### src/rtl/f2f_pkg.sv
`default_nettype none
// ============================================================================
// Module      : f2f_pkg
// Description : Shared constants and types for the float-to-fixed pipeline:
//               IEEE-754 single field widths, operand classes, flag indices.
// Revision    : 1.0 - initial release
// ============================================================================
package f2f_pkg;

    localparam int EXP_BIAS = 127;
    localparam int MANT_W   = 23;
    localparam int EXP_W    = 8;

    // Bit positions inside the 3-bit flags word {nan, ovf, inexact}
    localparam int FLAG_NAN     = 2;
    localparam int FLAG_OVF     = 1;
    localparam int FLAG_INEXACT = 0;

    // Signed shift-amount width; covers exp-150+fixpointpos for fixpointpos < 256
    localparam int SH_W = 10;

    typedef enum logic [2:0] {
        ZERO    = 3'd0,
        SUBNORM = 3'd1,
        NORMAL  = 3'd2,
        INF     = 3'd3,
        NAN     = 3'd4
    } f2f_class_e;

endpackage
`default_nettype wire

### src/rtl/f2f_shift.sv
`default_nettype none
// ============================================================================
// Module      : f2f_shift
// Description : Combinational barrel shifter. Shifts the 24-bit significand
//               left or right by a signed amount, returning the integer
//               magnitude (top bit = "exceeds FIX_W bits"), guard and sticky.
// Revision    : 1.0 - initial release
// ============================================================================
module f2f_shift
    import f2f_pkg::*;
#(
    parameter int FIX_W = 32
) (
    input  logic [MANT_W:0]   mant_i,
    input  logic [SH_W-1:0]   shamt_i,
    output logic [FIX_W:0]    mag_o,
    output logic              guard_o,
    output logic              sticky_o
);

    // Integer field wide enough for any left shift below FIX_W; fraction field
    // keeps every bit of a right shift up to MANT_W+2 positions.
    localparam int c_INT_W  = FIX_W + MANT_W + 1;
    localparam int c_FRAC_W = MANT_W + 3;
    localparam int c_TOT_W  = c_INT_W + c_FRAC_W;

    logic [c_TOT_W-1:0] w_base;
    logic [c_TOT_W-1:0] w_x;
    logic [SH_W-1:0]    w_rsh;

    // Place the significand at the binary point, shift, then split into fields
    always_comb begin
        w_base   = c_TOT_W'(mant_i) << c_FRAC_W;
        w_rsh    = -shamt_i;
        w_x      = '0;
        mag_o    = '0;
        guard_o  = 1'b0;
        sticky_o = 1'b0;
        if (!shamt_i[SH_W-1]) begin
            if (shamt_i >= SH_W'(FIX_W)) begin
                // Leading one lands at or above bit FIX_W: certainly too big
                mag_o[FIX_W] = 1'b1;
            end else begin
                w_x      = w_base << shamt_i;
                mag_o    = {|w_x[c_TOT_W-1:c_FRAC_W+FIX_W], w_x[c_FRAC_W+FIX_W-1:c_FRAC_W]};
                guard_o  = w_x[c_FRAC_W-1];
                sticky_o = |w_x[c_FRAC_W-2:0];
            end
        end else begin
            if (w_rsh > SH_W'(c_FRAC_W - 1)) begin
                // Whole significand lies below the guard position
                sticky_o = 1'b1;
            end else begin
                w_x      = w_base >> w_rsh;
                mag_o    = {|w_x[c_TOT_W-1:c_FRAC_W+FIX_W], w_x[c_FRAC_W+FIX_W-1:c_FRAC_W]};
                guard_o  = w_x[c_FRAC_W-1];
                sticky_o = |w_x[c_FRAC_W-2:0];
            end
        end
    end

endmodule
`default_nettype wire

### src/rtl/float_to_fixed_pipe.sv
`default_nettype none
// ============================================================================
// Module      : float_to_fixed_pipe
// Description : 3-stage IEEE-754 single to signed fixed-point converter with
//               valid/ready flow control. S1 unpack/classify, S2 shift,
//               S3 round/negate/saturate. Counts saturated beats.
//               Macro F2F_ROUND_NEAREST_EN: round to nearest-even instead of
//               truncating toward zero.
// Revision    : 1.0 - initial release
// ============================================================================
module float_to_fixed_pipe
    import f2f_pkg::*;
#(
    parameter int FIX_W = 32,
    parameter int POS_W = $clog2(FIX_W)
) (
    input  logic             clk,
    input  logic             rst,
    input  logic             in_valid,
    output logic             in_ready,
    input  logic [31:0]      float,
    input  logic [POS_W-1:0] fixpointpos,
    output logic             out_valid,
    input  logic             out_ready,
    output logic [FIX_W-1:0] result,
    output logic [2:0]       flags,
    output logic [15:0]      sat_count
);

    localparam logic [FIX_W-1:0] c_FIX_MAX = {1'b0, {(FIX_W-1){1'b1}}};
    localparam logic [FIX_W-1:0] c_FIX_MIN = {1'b1, {(FIX_W-1){1'b0}}};

    // Whole pipeline moves as one; a held output stalls every stage
    logic w_adv;
    assign w_adv    = !out_valid || out_ready;
    assign in_ready = w_adv;

    // ---------------- S1: unpack / classify ----------------
    logic [EXP_W-1:0]  w_exp;
    logic [MANT_W-1:0] w_man;
    f2f_class_e        w_cls;
    logic [SH_W-1:0]   w_sh;

    assign w_exp = float[30:23];
    assign w_man = float[22:0];
    assign w_sh  = SH_W'(w_exp) - SH_W'(EXP_BIAS + MANT_W) + SH_W'(fixpointpos);

    // Classify the operand from its exponent and mantissa fields
    always_comb begin
        w_cls = NORMAL;
        if (w_exp == '0)
            w_cls = (w_man == '0) ? ZERO : SUBNORM;
        else if (w_exp == '1)
            w_cls = (w_man == '0) ? INF : NAN;
    end

    logic             s1_valid_q;
    logic             s1_sign_q;
    f2f_class_e       s1_cls_q;
    logic [MANT_W:0]  s1_mant_q;
    logic [SH_W-1:0]  s1_sh_q;

    // S1 register: capture the accepted beat with its own shift amount
    always_ff @(posedge clk) begin
        if (rst) begin
            s1_valid_q <= 1'b0;
            s1_sign_q  <= 1'b0;
            s1_cls_q   <= ZERO;
            s1_mant_q  <= '0;
            s1_sh_q    <= '0;
        end else if (w_adv) begin
            s1_valid_q <= in_valid;
            s1_sign_q  <= float[31];
            s1_cls_q   <= w_cls;
            s1_mant_q  <= {1'b1, w_man};
            s1_sh_q    <= w_sh;
        end
    end

    // ---------------- S2: barrel shift ----------------
    logic [FIX_W:0] w_mag;
    logic           w_guard;
    logic           w_sticky;

    f2f_shift #(.FIX_W(FIX_W)) u_shift (
        .mant_i   (s1_mant_q),
        .shamt_i  (s1_sh_q),
        .mag_o    (w_mag),
        .guard_o  (w_guard),
        .sticky_o (w_sticky)
    );

    logic           s2_valid_q;
    logic           s2_sign_q;
    f2f_class_e     s2_cls_q;
    logic [FIX_W:0] s2_mag_q;
    logic           s2_guard_q;
    logic           s2_sticky_q;

    // S2 register: shifted magnitude plus the bits it discarded
    always_ff @(posedge clk) begin
        if (rst) begin
            s2_valid_q  <= 1'b0;
            s2_sign_q   <= 1'b0;
            s2_cls_q    <= ZERO;
            s2_mag_q    <= '0;
            s2_guard_q  <= 1'b0;
            s2_sticky_q <= 1'b0;
        end else if (w_adv) begin
            s2_valid_q  <= s1_valid_q;
            s2_sign_q   <= s1_sign_q;
            s2_cls_q    <= s1_cls_q;
            s2_mag_q    <= w_mag;
            s2_guard_q  <= w_guard;
            s2_sticky_q <= w_sticky;
        end
    end

    // ---------------- S3: round / negate / saturate ----------------
    logic             w_inc;
    logic [FIX_W:0]   w_sum;
    logic             w_big;
    logic [FIX_W-1:0] w_rmag;
    logic [FIX_W-1:0] w_res;
    logic [2:0]       w_flg;

    // Round the magnitude, apply sign and clamp to the signed range
    always_comb begin
        w_inc = 1'b0;
`ifdef F2F_ROUND_NEAREST_EN
        w_inc = s2_guard_q & (s2_sticky_q | s2_mag_q[0]);
`endif
        w_sum  = {1'b0, s2_mag_q[FIX_W-1:0]} + {{FIX_W{1'b0}}, w_inc};
        w_big  = s2_mag_q[FIX_W] | w_sum[FIX_W];
        w_rmag = w_sum[FIX_W-1:0];
        w_res  = '0;
        w_flg  = '0;
        case (s2_cls_q)
            NAN: begin
                w_flg[FLAG_NAN] = 1'b1;
            end
            INF: begin
                w_res           = s2_sign_q ? c_FIX_MIN : c_FIX_MAX;
                w_flg[FLAG_OVF] = 1'b1;
            end
            SUBNORM: begin
                w_flg[FLAG_INEXACT] = 1'b1;
            end
            NORMAL: begin
                w_flg[FLAG_INEXACT] = s2_guard_q | s2_sticky_q;
                if (!s2_sign_q) begin
                    if (w_big || w_rmag[FIX_W-1]) begin
                        w_res           = c_FIX_MAX;
                        w_flg[FLAG_OVF] = 1'b1;
                    end else begin
                        w_res = w_rmag;
                    end
                end else begin
                    // Magnitude 2^(FIX_W-1) exactly is the legal minimum
                    if (w_big || (w_rmag[FIX_W-1] && |w_rmag[FIX_W-2:0])) begin
                        w_res           = c_FIX_MIN;
                        w_flg[FLAG_OVF] = 1'b1;
                    end else begin
                        w_res = -w_rmag;
                    end
                end
            end
            default: ;
        endcase
    end

    logic             s3_valid_q;
    logic [FIX_W-1:0] result_q;
    logic [2:0]       flags_q;
    logic [15:0]      sat_q;

    // Output register: holds steady while downstream stalls
    always_ff @(posedge clk) begin
        if (rst) begin
            s3_valid_q <= 1'b0;
            result_q   <= '0;
            flags_q    <= '0;
        end else if (w_adv) begin
            s3_valid_q <= s2_valid_q;
            result_q   <= w_res;
            flags_q    <= w_flg;
        end
    end

    // Count delivered overflow beats, sticking at all-ones
    always_ff @(posedge clk) begin
        if (rst)
            sat_q <= '0;
        else if (s3_valid_q && out_ready && flags_q[FLAG_OVF] && (sat_q != 16'hFFFF))
            sat_q <= sat_q + 16'd1;
    end

    assign out_valid = s3_valid_q;
    assign result    = result_q;
    assign flags     = flags_q;
    assign sat_count = sat_q;

endmodule
`default_nettype wire

### config.mk
export PLATFORM = sky130hd
export DESIGN_NAME = float_to_fixed_pipe
export DESIGN_NICKNAME = d
export VERILOG_FILES = /design/src/rtl/f2f_pkg.sv /design/src/rtl/f2f_shift.sv /design/src/rtl/float_to_fixed_pipe.sv
export SDC_FILE = /design/constraint.sdc
export NUM_CORES = 1
export LEC_CHECK = 0
export CAP_MARGIN = 20
export CORE_UTILIZATION = 54
export DETAILED_ROUTE_END_ITERATION = 8
export PLACE_DENSITY = 0.79
export SYNTH_ARGS = -nofsm -noshare
export SYNTH_HDL_FRONTEND = slang
export SYNTH_SLANG_ARGS = --single-unit
### constraint.sdc
create_clock -name clk -period 3.7 [get_ports clk]
set_clock_uncertainty 0.2 [all_clocks]
set_input_delay 0.74 -clock clk [delete_from_list [all_inputs] [get_ports clk]]
set_output_delay 0.74 -clock clk [all_outputs]
set_load 0.005 [all_outputs]
==> run metrics <==
Detail Route Antenna Nets 0; ys flop type dfxtp_1; Period Utilization, post-route 93.5%; Critical Path Start s1_sh_q[1]; Initial Utilization 55.2%; CP max FO 23; max_cap viols 0; R2R depth 11; Worst-Margin Slew 0.881 ns; fin util 64.1%; Die W 140 um; clock root cell clkbuf_16; global placement routability congestion 1.01; n_diodes 0; die height 140 um; Core Area 18800 um^2; clk slew on worst S/H paths 0.06 ns; fin nets 1430; Synth Register Bits 131; TritonCTS clock tree yes; Mapped Cells 1342; cts hold-fix bufs 0; Synth cell types 86; compound-gate portion of the synthesized area 23.5%; largest cells by area after synthesis dfxtp_1, mux4_2, nand2_1, a21oi_1, nor2_1; Slew Viols, Final 0; filler instances 1664; critical path arrival 3.55 ns; Data required, critical path 3.79 ns; vias in the first global route 9967; Synth Area in Simple Gates 23.7%; Post-Syn Area 10400 um^2; Slew HR 40.7%; pin count of the biggest net entering global routing 93; clock network fraction of total power 30.8%; Synth Area in Adders 1.52%; sequential fraction of the synthesis area 25.3%; Mapped Avg Cell Area 7.72 um^2; Ports 94; drt first pass iters 9; min cycle time layout 3.46 ns; Pint 3.20 mW; Via density 6.72; Crit Reg-Reg Startpoint s1_sh_q[1]; most common cell in the synthesized netlist nand2_1; xor/xnor share of the synthesized area 2.79%; Syn Nets 1395; RSZ-0062 raised after global routing no; Skew-Pair Late Insertion Delay 0.43 ns; setup total negative slack 0 ns; final WL 32900 um; Routed wire per std cell 20.3 um; initial antenna violation count 0; number of enable flip-flop cells after synthesis 0; status completed; die area 19700 um^2; leakage 4.34 nW; Port Buffers 93; Sw Ratio 38.2%; top cells by count, synth nand2_1, nor2_1, a21oi_1, dfxtp_1, clkbuf_1; Yosys top cell area share 25.3%; clock sinks 131; crit path launch type register; CTS Buf Count 17; WHS Path Cells 2; worst hold path startpoint s1_valid_q; sequential share of power 30.9%; Final Setup Violations 0; power share of the combinational group 38.3%; row count 50; dpl hpwl 23800 um; total gr overflow 0; largest family of logic cells by synthesized area simple AND/OR/NAND/NOR gates; GRT Overall Usage 34.2%; DR DRC count 0; Power per Cell Area 431 nW/um^2; Max clock buf depth 2; DR vias 10911; CP Class reg -> reg; sw power 1.98 mW; Ys Warns 0; Fmax 0.289 GHz; layout cells sized above 1 12.8%; mux contribution to synthesized area 17.1%; Hold/Removal Path Class reg -> reg; DR iter-0 viols 1530; CP endpoint kind register; CTS H-tree depth 4; maximum VDD drop 0.348 mV; first-pass GRT wire length 53500 um; Final Hold Fails 0; Yosys top cell by area dfxtp_1; Post-synth ARST share 0%; Synth-to-Final Area Change 16.2%
[layer usage]
metal	vias to the layer above	wire (um)	global-route usage (%)
met2	670	14700	52.2
met1	5085	13600	46.9
li1	5033	-	-
met5	-	0	0
met3	123	3110	5.57
met4	0	1480	17.4
[worst paths after layout]
path	slack, ns	to
worst min-delay path	0.25	s1_valid_q
worst max-delay path	0.24	s2_sticky_q
worst max register to register	0.24	s2_sticky_q
worst min register to register	0.25	s1_valid_q
[worst max-delay path: stages, from the launching register on]
cell and delay (ns):
dfxtp_2 0.34, clkinv_1 0.09, ha_2 0.66, buf_4 0.32, mux2i_1 0.30, mux2i_1 0.25
a21oi_1 0.21, a211oi_1 0.08, a2111oi_0 0.50, nand4_1 0.15, o311ai_0 0.11, o21ai_0 0.13
[what timing repair did]
| action | CTS | global route |
|---|---|---|
| resized for setup | 0 | 3 |
| endpoints found under the setup margin | 0 | 3 |
| buffers inserted | 0 | 0 |
[state kept, by name (all words and copies together) (netlist names), 3 cells and up]
register,cells
s2_mag_q,33
result,32
s1_mant_q,24
sat_count,16
s1_sh_q,10
flags,3
s1_cls_q,3
s2_cls_q,3
[placed cells by master (no fill, tap or decap), types with 13 or more instances in the layout]
master             n
a211oi_1          13
a21oi_1          136
a22oi_1           16
buf_4             49
clkbuf_16         17
clkdlybuf4s50_1   92
dfxtp_1          129
inv_1             18
mux2i_1           46
mux4_2            53
nand2_1          188
nand3_1           30
nor2_1           159
nor3_1            56
nor4_1            20
o211ai_1          13
o21ai_0           57
xnor2_1           18
xor2_1            14
[cells by family (layout without fill, tap and decap cells)]
group | Yosys count | count (layout)
AOI/OAI and AO/OA | 373 | 373
xor gates and xnor gates | 33 | 33
adders and majority gates | 12 | 12
buffers and inverters | 151 | 199
DFF | 131 | 131
muxes | 109 | 109
and+or+nand+nor | 533 | 533
[through the flow]
step,power [mW],instance area (um^2),hold WS (ns),std cells,setup slack [ns]
global route,5.42,12000,0.272,1624,0.0582
global placement,3.53,11500,0.241,1592,0.300
CTS,5.13,12000,0.254,1624,0.264
floorplan,2.99,10400,0.232,1342,0.0227
finish,5.18,12000,0.255,1624,0.242
detailed placement,3.54,11500,0.245,1592,0.314
[power groups by stage]
stage	combinational (mW)	clock, mW	sequential (mW)
floorplan	1.43	0	1.56
global placement	1.90	0	1.62
detailed placement	1.91	0	1.63
CTS	1.92	1.61	1.60
global route	2.13	1.68	1.61
finish	1.98	1.59	1.60
[area by class of cell]
class	count	area [um^2]	area share, %
inverter	24	90.1	0.749
timing repair buffer	143	1330	11.0
multi-input combinational	1060	7140	59.3
tap	234	293	2.43
sequential	131	2630	21.8
clock inverter	12	97.6	0.811
clock buffer	20	457	3.80
No activity file was read; power rests on OpenSTA's default activity.
